`src/rtl/ge_prog_sequencer.sv`:
```
// ge_prog_sequencer: sequenced executor for evolved register-op programs.
// A 4-entry scratch file r0..r3 is seeded from a0/a1/b0/b1. A loaded program
// runs at one instruction per cycle. The result is then offered on y3..y0
// through a valid/ready handshake.
//
// Ports:
//   clk, rst_n          clock (rising edge), async active-low reset
//   prog_we/addr/data   instruction write port {op[7:5], dst[4:3], src[2:0]}, IDLE only
//   prog_len            number of instructions to run, sampled at start
//   start               run request, IDLE only
//   a0, a1, b0, b1      operands, sampled at start
//   busy                high while executing or holding a result
//   out_valid/out_ready result handshake
//   y3..y0              scratch registers r3..r0
module ge_prog_sequencer #(
  parameter int unsigned WIDTH = 16,
  parameter int unsigned DEPTH = 64,
  parameter int unsigned AW    = $clog2(DEPTH)
) (
  input  logic             clk,
  input  logic             rst_n,
  input  logic             prog_we,
  input  logic [AW-1:0]    prog_addr,
  input  logic [7:0]       prog_data,
  input  logic [AW:0]      prog_len,
  input  logic             start,
  input  logic [WIDTH-1:0] a0,
  input  logic [WIDTH-1:0] a1,
  input  logic [WIDTH-1:0] b0,
  input  logic [WIDTH-1:0] b1,
  output logic             busy,
  output logic             out_valid,
  input  logic             out_ready,
  output logic [WIDTH-1:0] y3,
  output logic [WIDTH-1:0] y2,
  output logic [WIDTH-1:0] y1,
  output logic [WIDTH-1:0] y0
);

  localparam int unsigned LW = AW + 1;

  localparam logic [2:0] OP_NOT = 3'd0;
  localparam logic [2:0] OP_OR  = 3'd1;
  localparam logic [2:0] OP_AND = 3'd2;
  localparam logic [2:0] OP_XOR = 3'd3;
  localparam logic [2:0] OP_MOV = 3'd4;

  typedef enum logic [1:0] {
    IDLE = 2'd0,
    EXEC = 2'd1,
    DONE = 2'd2
  } state_e;

  state_e           state_q, state_d;
  logic [LW-1:0]    pc_q, pc_d;
  logic [LW-1:0]    len_q, len_d;
  logic [WIDTH-1:0] r_q    [4];
  logic [WIDTH-1:0] r_d    [4];
  logic [WIDTH-1:0] opnd_q [4];
  logic [WIDTH-1:0] opnd_d [4];
  logic             busy_q, busy_d;
  logic             out_valid_q, out_valid_d;

  logic [7:0]       mem [DEPTH];
  logic [7:0]       instr;
  logic [2:0]       op;
  logic [1:0]       dst;
  logic [2:0]       src;
  logic [WIDTH-1:0] src_val;
  logic [WIDTH-1:0] dst_val;
  logic [WIDTH-1:0] alu_res;
  logic [LW-1:0]    len_sat;

  // Program store: writable only while idle, deliberately not reset.
  always_ff @(posedge clk) begin
    if (prog_we && (state_q == IDLE)) begin
      mem[prog_addr] <= prog_data;
    end
  end

  assign instr   = mem[pc_q[AW-1:0]];
  assign op      = instr[7:5];
  assign dst     = instr[4:3];
  assign src     = instr[2:0];
  assign len_sat = (prog_len > LW'(DEPTH)) ? LW'(DEPTH) : prog_len;

  // Single-op ALU; all reads see pre-update register values.
  always_comb begin
    src_val = src[2] ? opnd_q[src[1:0]] : r_q[src[1:0]];
    dst_val = r_q[dst];
    alu_res = dst_val;
    case (op)
      OP_NOT:  alu_res = WIDTH'(src_val == '0);
      OP_OR:   alu_res = dst_val | src_val;
      OP_AND:  alu_res = dst_val & src_val;
      OP_XOR:  alu_res = dst_val ^ src_val;
      OP_MOV:  alu_res = src_val;
      default: alu_res = dst_val;
    endcase
  end

  // Next-state and register update.
  always_comb begin
    state_d     = state_q;
    pc_d        = pc_q;
    len_d       = len_q;
    r_d         = r_q;
    opnd_d      = opnd_q;
    out_valid_d = 1'b0;
    busy_d      = 1'b0;

    case (state_q)
      IDLE: begin
        if (start) begin
          opnd_d  = '{a0, a1, b0, b1};
          r_d     = '{a0, a1, b0, b1};
          len_d   = len_sat;
          pc_d    = '0;
          state_d = (len_sat != '0) ? EXEC : DONE;
        end
      end
      EXEC: begin
        r_d[dst] = alu_res;
        pc_d     = pc_q + LW'(1);
        if (pc_q == len_q - LW'(1)) begin
          state_d = DONE;
        end
      end
      DONE: begin
        // Valid rises one cycle after entering DONE and drops on acceptance.
        if (out_valid_q && out_ready) begin
          state_d = IDLE;
        end else begin
          out_valid_d = 1'b1;
        end
      end
      default: state_d = IDLE;
    endcase

    busy_d = (state_d != IDLE);
  end

  always_ff @(posedge clk or negedge rst_n) begin
    if (!rst_n) begin
      state_q     <= IDLE;
      pc_q        <= '0;
      len_q       <= '0;
      busy_q      <= 1'b0;
      out_valid_q <= 1'b0;
      for (int i = 0; i < 4; i++) begin
        r_q[i]    <= '0;
        opnd_q[i] <= '0;
      end
    end else begin
      state_q     <= state_d;
      pc_q        <= pc_d;
      len_q       <= len_d;
      busy_q      <= busy_d;
      out_valid_q <= out_valid_d;
      r_q         <= r_d;
      opnd_q      <= opnd_d;
    end
  end

  assign busy      = busy_q;
  assign out_valid = out_valid_q;
  assign y0        = r_q[0];
  assign y1        = r_q[1];
  assign y2        = r_q[2];
  assign y3        = r_q[3];

endmodule

```
`config.mk`:
```
export PLATFORM = sky130hd
export DESIGN_NAME = ge_prog_sequencer
export DESIGN_NICKNAME = d
export VERILOG_FILES = /design/src/rtl/ge_prog_sequencer.sv
export SDC_FILE = /design/constraint.sdc
export NUM_CORES = 1
export LEC_CHECK = 0
export BUFFER_PORTS_ARGS = -buffer_cell sky130_fd_sc_hd__buf_2
export CAP_MARGIN = 20
export CORE_ASPECT_RATIO = 0.5
export CORE_MARGIN = 2
export CORE_UTILIZATION = 50
export DETAILED_ROUTE_END_ITERATION = 7
export PLACE_DENSITY = 0.72
export SLEW_MARGIN = 20
export SYNTH_ARGS = -nofsm -noshare
export SYNTH_HDL_FRONTEND = slang
export SYNTH_SLANG_ARGS = --single-unit
export TNS_END_PERCENT = 1
```
`constraint.sdc`:
```
create_clock -name clk -period 5.9 [get_ports clk]
set_clock_uncertainty 0.15 [all_clocks]
set_input_delay 0.59 -clock clk [delete_from_list [all_inputs] [get_ports clk]]
set_output_delay 0.59 -clock clk [all_outputs]
set_load 0.1 [all_outputs]
```
# --- Word level (Yosys, flattened, before mapping) ---
# Memory sizes are Yosys's and may differ from the RTL's.
# Index checks and enable logic that the tools add are counted.
totals:
  elab_cells: 72
  memories: 1
  out_inout_bits: 66
  ram_bits: 512
  inputBits: 90
  reg_bits: 146
memory_table:
  columns: ["name", "words", "word_bits", "rd", "rd_ports_with_merged_regs", "write_ports", "line", "text"]
  rows:
  - ["mem", 64, 8, 1, 0, 1, "64", "logic [7:0] mem [DEPTH];"]
op_classes:
  bitwise: 5
  muxes: 28
  n_eq_ne: 8
  add_sub_neg: 2
  n_lt_le_gt_ge: 4
  n_reduce_logical: 11
op_table:
  columns: ["cell", "count"]
  rows:
  - ["$mux W16", 8]
  - ["$pmux W64 S2", 1]
  - ["$bmux W16 S2", 3]
  - ["$pmux W16 S5", 1]
  - ["$bwmux W64", 1]
  - ["$mux W64", 1]
  - ["$demux W16 S2", 1]
  - ["$and A16 B16 Y16", 1]
  - ["$logic_not A16 Y1", 1]
  - ["$or A16 B16 Y16", 1]
  - ["$xor A16 B16 Y16", 1]
  - ["$mux W7", 2]
  - ["$pmux W7 S2", 1]
  - ["$mux W2", 4]
  - ["$add A7 B1 Y7 const B", 1]
  - ["$eq A7 B7 Y1", 1]
  - ["$gt A7 B7 Y1 const B", 1]
  - ["$reduce_bool A7 Y1", 1]
  - ["$sub A7 B1 Y7 const B", 1]
  - ["$eq A3 B2 Y1 const B", 2]
  - ["$ge A3 B3 Y1 const B", 2]
  - ["$not A2 Y3", 2]
  - ["$pmux W2 S3", 1]
  - ["$mux W1", 4]
  - ["11 further kinds", 15]

# --- Longest topological paths before layout ---
# An unclocked memory read counts as a cell.
logic_depth:
  ltp_word: 10
  mapped_depth: 25

# --- Least setup slack after synthesis ---
# No wires, ideal clock.
synth_path:
  path_type: "register to register"
  from: "register pc_q[0]"
  to: "register r_q, in the netlist y1[0]"
  setup_time_ns: 0.124
  path_buffers: 5
  slack_ns: 1.557
  stages_incl_launch_ff: 20
  t_arrival_ns: 4.070
  synth_period_minus_slack_ns: 4.343
  cell_sequence: "dfrtp_1 -> buf_6 -> buf_6 -> buf_6 -> buf_4 -> mux4_2 -> o21ai_0 -> o21ai_0 -> o32ai_4 -> and2b_2 -> buf_4 -> a22o_1 -> nor2_1 -> inv_1 -> ha_1 -> o22ai_1 -> a21oi_1 -> o22ai_1 -> o211a_1 -> o21ai_1"
synth_between:
  elab_chain_cells: 10
  elab_cells_between_ends: 30
  cone_classes: "order compare (2); eq/ne (4); mux (15); bitwise (5); reduce/logical (3); memory (1)"
synth_lines:
  columns: ["element", "line", "text"]
  rows:
  - ["start, declared", "55", "logic [LW-1:0] pc_q, pc_d;"]
  - ["start signal, assigned", "156", "pc_q <= pc_d;"]
  - ["$mem_v2 Z64 W8 *", null, null]
  - ["$not A2 Y3 (not written as such)", "89", "src_val = src[2] ? opnd_q[src[1:0]] : r_q[src[1:0]];"]
  - ["$bmux W16 S2", "89", null]
  - ["$mux W16 (not written as such) (2 in a row)", "89", null]
  - ["$mux W16", "89", null]
  - ["$logic_not A16 Y1, or another cell as far along", "93", "OP_NOT: alu_res = WIDTH'(src_val == '0);"]
  - ["$pmux W16 S5", "92", "case (op)"]
  - ["$bwmux W64 *", "123", "r_d[dst] = alu_res;"]
  - ["$pmux W64 S2 *", "112", "case (state_q)"]
  - ["end signal, assigned", "160", "r_q <= r_d;"]
  - ["end, declared", "57", "logic [WIDTH-1:0] r_q [4];"]
# Every way passes the cells marked *; elsewhere a longest branch is shown, timed or not. The select of a mux whose other input is x is not followed.
# A chain may end at the register's enable or synchronous reset.

# --- Worst setup path after layout ---
layout_path:
  from: "register pc_q[0]"
  to: "register r_q, in the netlist y2[0]"
# The elaborated chain is that of the path after synthesis.

==> impl_metrics.env <==
export IMPL_syn_to_final_growth_pct=12.23
export IMPL_cp_cell_sequence="buf_12 -> mux4_2 -> a221oi_1 -> a22oi_1 -> o32ai_4 -> and2b_2 -> a22o_1 -> nor2_1 -> inv_1 -> ha_1 -> o22ai_1 -> a21oi_1 -> o22ai_1 -> o211a_1 -> o21ai_1"
export IMPL_cp_startpoint="pc_q[0]$_DFFE_PN0P_"
export IMPL_crit_family="compound AO/OA/AOI/OAI gates"
export IMPL_yosys_area_top_type="edfxtp_1"
export IMPL_synth_top_family_by_area="multiplexers"
export IMPL_worstMarginPinSlew_ns=1.005
export IMPL_vias_per_cell=6.170
export IMPL_worstSkewPairLatency_ns=0.61
export IMPL_cp_end_kind="register"
export IMPL_core_region_area_sq_um=55870
export IMPL_ys_types=66
export IMPL_hold_viol=0
export IMPL_critPathMaxFanout=32
export IMPL_grt_usage=0.2443
export IMPL_grt_pass1_wl_um=108900
export IMPL_synth_area_sq_um=28450
export IMPL_grt_pass1_vias=17220
export IMPL_wl_per_cell_um=25.92
export IMPL_start_util=0.5092
export IMPL_numCtsBuffers=55
export IMPL_fin_nets=2097
export IMPL_synth_seq_cells=658
export IMPL_syn_inst=1811
export IMPL_hpwl_um=46020
export IMPL_syn_avg_cell_area_sq_um=15.71
export IMPL_hp_start="a0[13]"
export IMPL_drt_initial_drc_count=1808
export IMPL_cpPeakStageDelay_ns=0.78
export IMPL_path_class="register to register"
export IMPL_synth_ff_type="edfxtp_1"
export IMPL_yosysTopAreaCellShare=0.5404
export IMPL_dieWidth_um=341.4
export IMPL_root_buffer="clkbuf_16"
export IMPL_syn_nets=1935
export IMPL_muxShareOfSynthArea=0.1535
export IMPL_synth_xor_area_frac=0.002155
export IMPL_antenna_found_initial=0
export IMPL_portBuffers=155
export IMPL_clkSinkCount=658
export IMPL_cp_arrival_ns=5.73
export IMPL_synth_edf_count=512
export IMPL_synth_fa_ha_area_frac=0.01495
export IMPL_critPathSlowestCell="dfrtp_4"
export IMPL_finalSetupViolations=0
export IMPL_yosysMostFrequentCell="edfxtp_1"
export IMPL_first_pass_iters=5
export IMPL_period_share=0.9167
export IMPL_seq_area_frac_synth=0.6688
export IMPL_finalSetupTns_ns=0
export IMPL_fin_ws_ns=0.4913
export IMPL_relSlewSlack=0.3300
export IMPL_critPathBufInv=2
export IMPL_grt_max_degree=98
export IMPL_place_gp_congestion=0.8690
export IMPL_finalInstanceArea_sq_um=31930
export IMPL_async_flop_share=0.2219
export IMPL_clockBufferDepth=3
export IMPL_cp_num_cells=15
export IMPL_routed_wl_um=71860
export IMPL_crit_path_frequent_cell="o22ai_1"
export IMPL_ant_nets=0
export IMPL_dp_slack_ns=0.5709
export IMPL_synth_area_leaders="edfxtp_1 54%, dfrtp_1 13%, mux4_2 11%"
export IMPL_drive_gt1_frac=0.2469
export IMPL_row_count=61
export IMPL_cts_tree="done"
export IMPL_placed_area_sq_um=30150
export IMPL_drc=0
export IMPL_cp_start_kind="register"
export IMPL_rsz0062_at_grt="no"
export IMPL_die_height_um=172.7
export IMPL_max_cap_violations=0
export IMPL_clk_pin_slew_ns=0.07
export IMPL_yosys_warnings=0
export IMPL_min_path_cells=3
export IMPL_gr_total_overflow=0
export IMPL_io_pins=156
export IMPL_timing_fmax_mhz=184.9
export IMPL_synth_simple_area_share=0.06429
export IMPL_min_period_ns=5.409
export IMPL_r2r_start="pc_q[0]$_DFFE_PN0P_"
export IMPL_die_area_sq_um=58940
export IMPL_synth_compound_gate_area_share=0.07160
export IMPL_status="finished clean"
export IMPL_cts_max_level=2
export IMPL_hold_class="primary input to register"
export IMPL_synthTopCellsByCount="512 x edfxtp_1, 267 x nand2_1, 146 x dfrtp_1, 140 x mux4_2, 90 x nor2_1"
export IMPL_worst_r2r_cell_count=15
export IMPL_worstPathRequired_ns=6.22
export IMPL_slew_violations=0
export IMPL_routed_via_count=17110
export IMPL_antenna_cells=0
## layout make-up
| cell class | count | area, sq um |
|---|---|---|
| clock buffer | 71 | 1456 |
| clock inverter | 30 | 305.3 |
| fill | 4237 | 23940 |
| inverter | 42 | 157.7 |
| multi-input combinational | 1003 | 8750 |
| sequential | 658 | 19040 |
| tap | 756 | 945.9 |
| timing repair buffer | 213 | 1280 |
## cells in the final DEF, fill, tap and decap left out, types with 6 or more instances in the layout
cell	count
edfxtp_1	512
nand2_1	266
buf_2	150
dfrtp_1	143
mux4_2	140
nor2_1	89
mux2i_1	82
buf_4	57
clkbuf_16	55
o211ai_1	42
inv_1	40
a22oi_1	38
a21oi_1	36
mux2_2	35
o22ai_1	34
ha_1	34
o21ai_1	26
a21o_1	19
nand3_1	17
a221oi_2	14
clkbuf_1	14
clkinv_1	12
a221o_1	12
o21ai_0	11
a22o_1	10
nand3b_1	10
nor2b_1	9
and3_1	9
nand2b_1	6
clkinv_2	6
## worst reg2reg max path: cells and delay by family, from the launching register on
family          cells  cell delay (ns)
mux                 1             0.57
fa+ha+maj           1             0.30
buf+inv             2             0.42
compound gates      9             2.34
simple gates        2             0.73
flops               1             0.78
## sequential cells by signal, indices dropped and copies added, names as in the netlist
register / flops
busy: 1
len_q: 7
mem: 512
opnd_q: 64
out_valid: 1
pc_q: 7
state_q: 2
y0: 16
y1: 16
y2: 16
y3: 16
## final timing paths
| kind | end | slack (ns) |
|---|---|---|
| setup / recovery | y2[0]$_DFFE_PN0P_ | 0.49 |
| hold / removal | opnd_q[61]$_DFFE_PN0P_ | 0.05 |
| setup reg to reg | y2[0]$_DFFE_PN0P_ | 0.49 |
| hold reg to reg | opnd_q[3]$_DFFE_PN0P_ | 0.33 |
| max in group asynchronous | pc_q[1]$_DFFE_PN0P_ | 3.80 |
| min in group asynchronous | y1[4]$_DFFE_PN0P_ | 0.51 |
## logic make-up after synthesis
family          after synthesis
simple gates                434
fa+ha+maj                    34
flops                       658
buf+inv                     150
xor+xnor                      7
mux                         257
compound gates              271
## through the flow
step | instances | util | hold slack [ns]
floorplan | 1811 | - | 0.1444
detailed placement | 2671 | 0.5397 | 0.3136
global placement | 2671 | 0.5396 | 0.3063
finish | 2773 | 0.5716 | 0.05358
CTS | 2773 | 0.5714 | 0.02815
global route | 2773 | 0.5716 | 0.03883
## metal layers
| layer | part of all wire | vias to the layer above | routed length [um] | global-route usage |
|---|---|---|---|---|
| li1 | - | 7353 | - | - |
| met1 | 0.39 | 8731 | 28140 | 0.3349 |
| met2 | 0.49 | 885 | 35190 | 0.4031 |
| met3 | 0.087 | 140 | 6284 | 0.04211 |
| met4 | 0.031 | 0 | 2255 | 0.07507 |
| met5 | 0 | - | 0 | 0 |
## repair_timing
| item | 4_1_cts | 5_1_grt |
|---|---|---|
| resized for setup | 0 | 0 |
| setup endpoints to repair | 0 | 0 |
| hold endpoints to repair | 96 | 0 |
| buffers inserted | 0 | 0 |
| hold buffers | 1 | 0 |
Power is not shown: default switching activity piles up to over one toggle a cycle in this logic, so the estimate is an artifact.
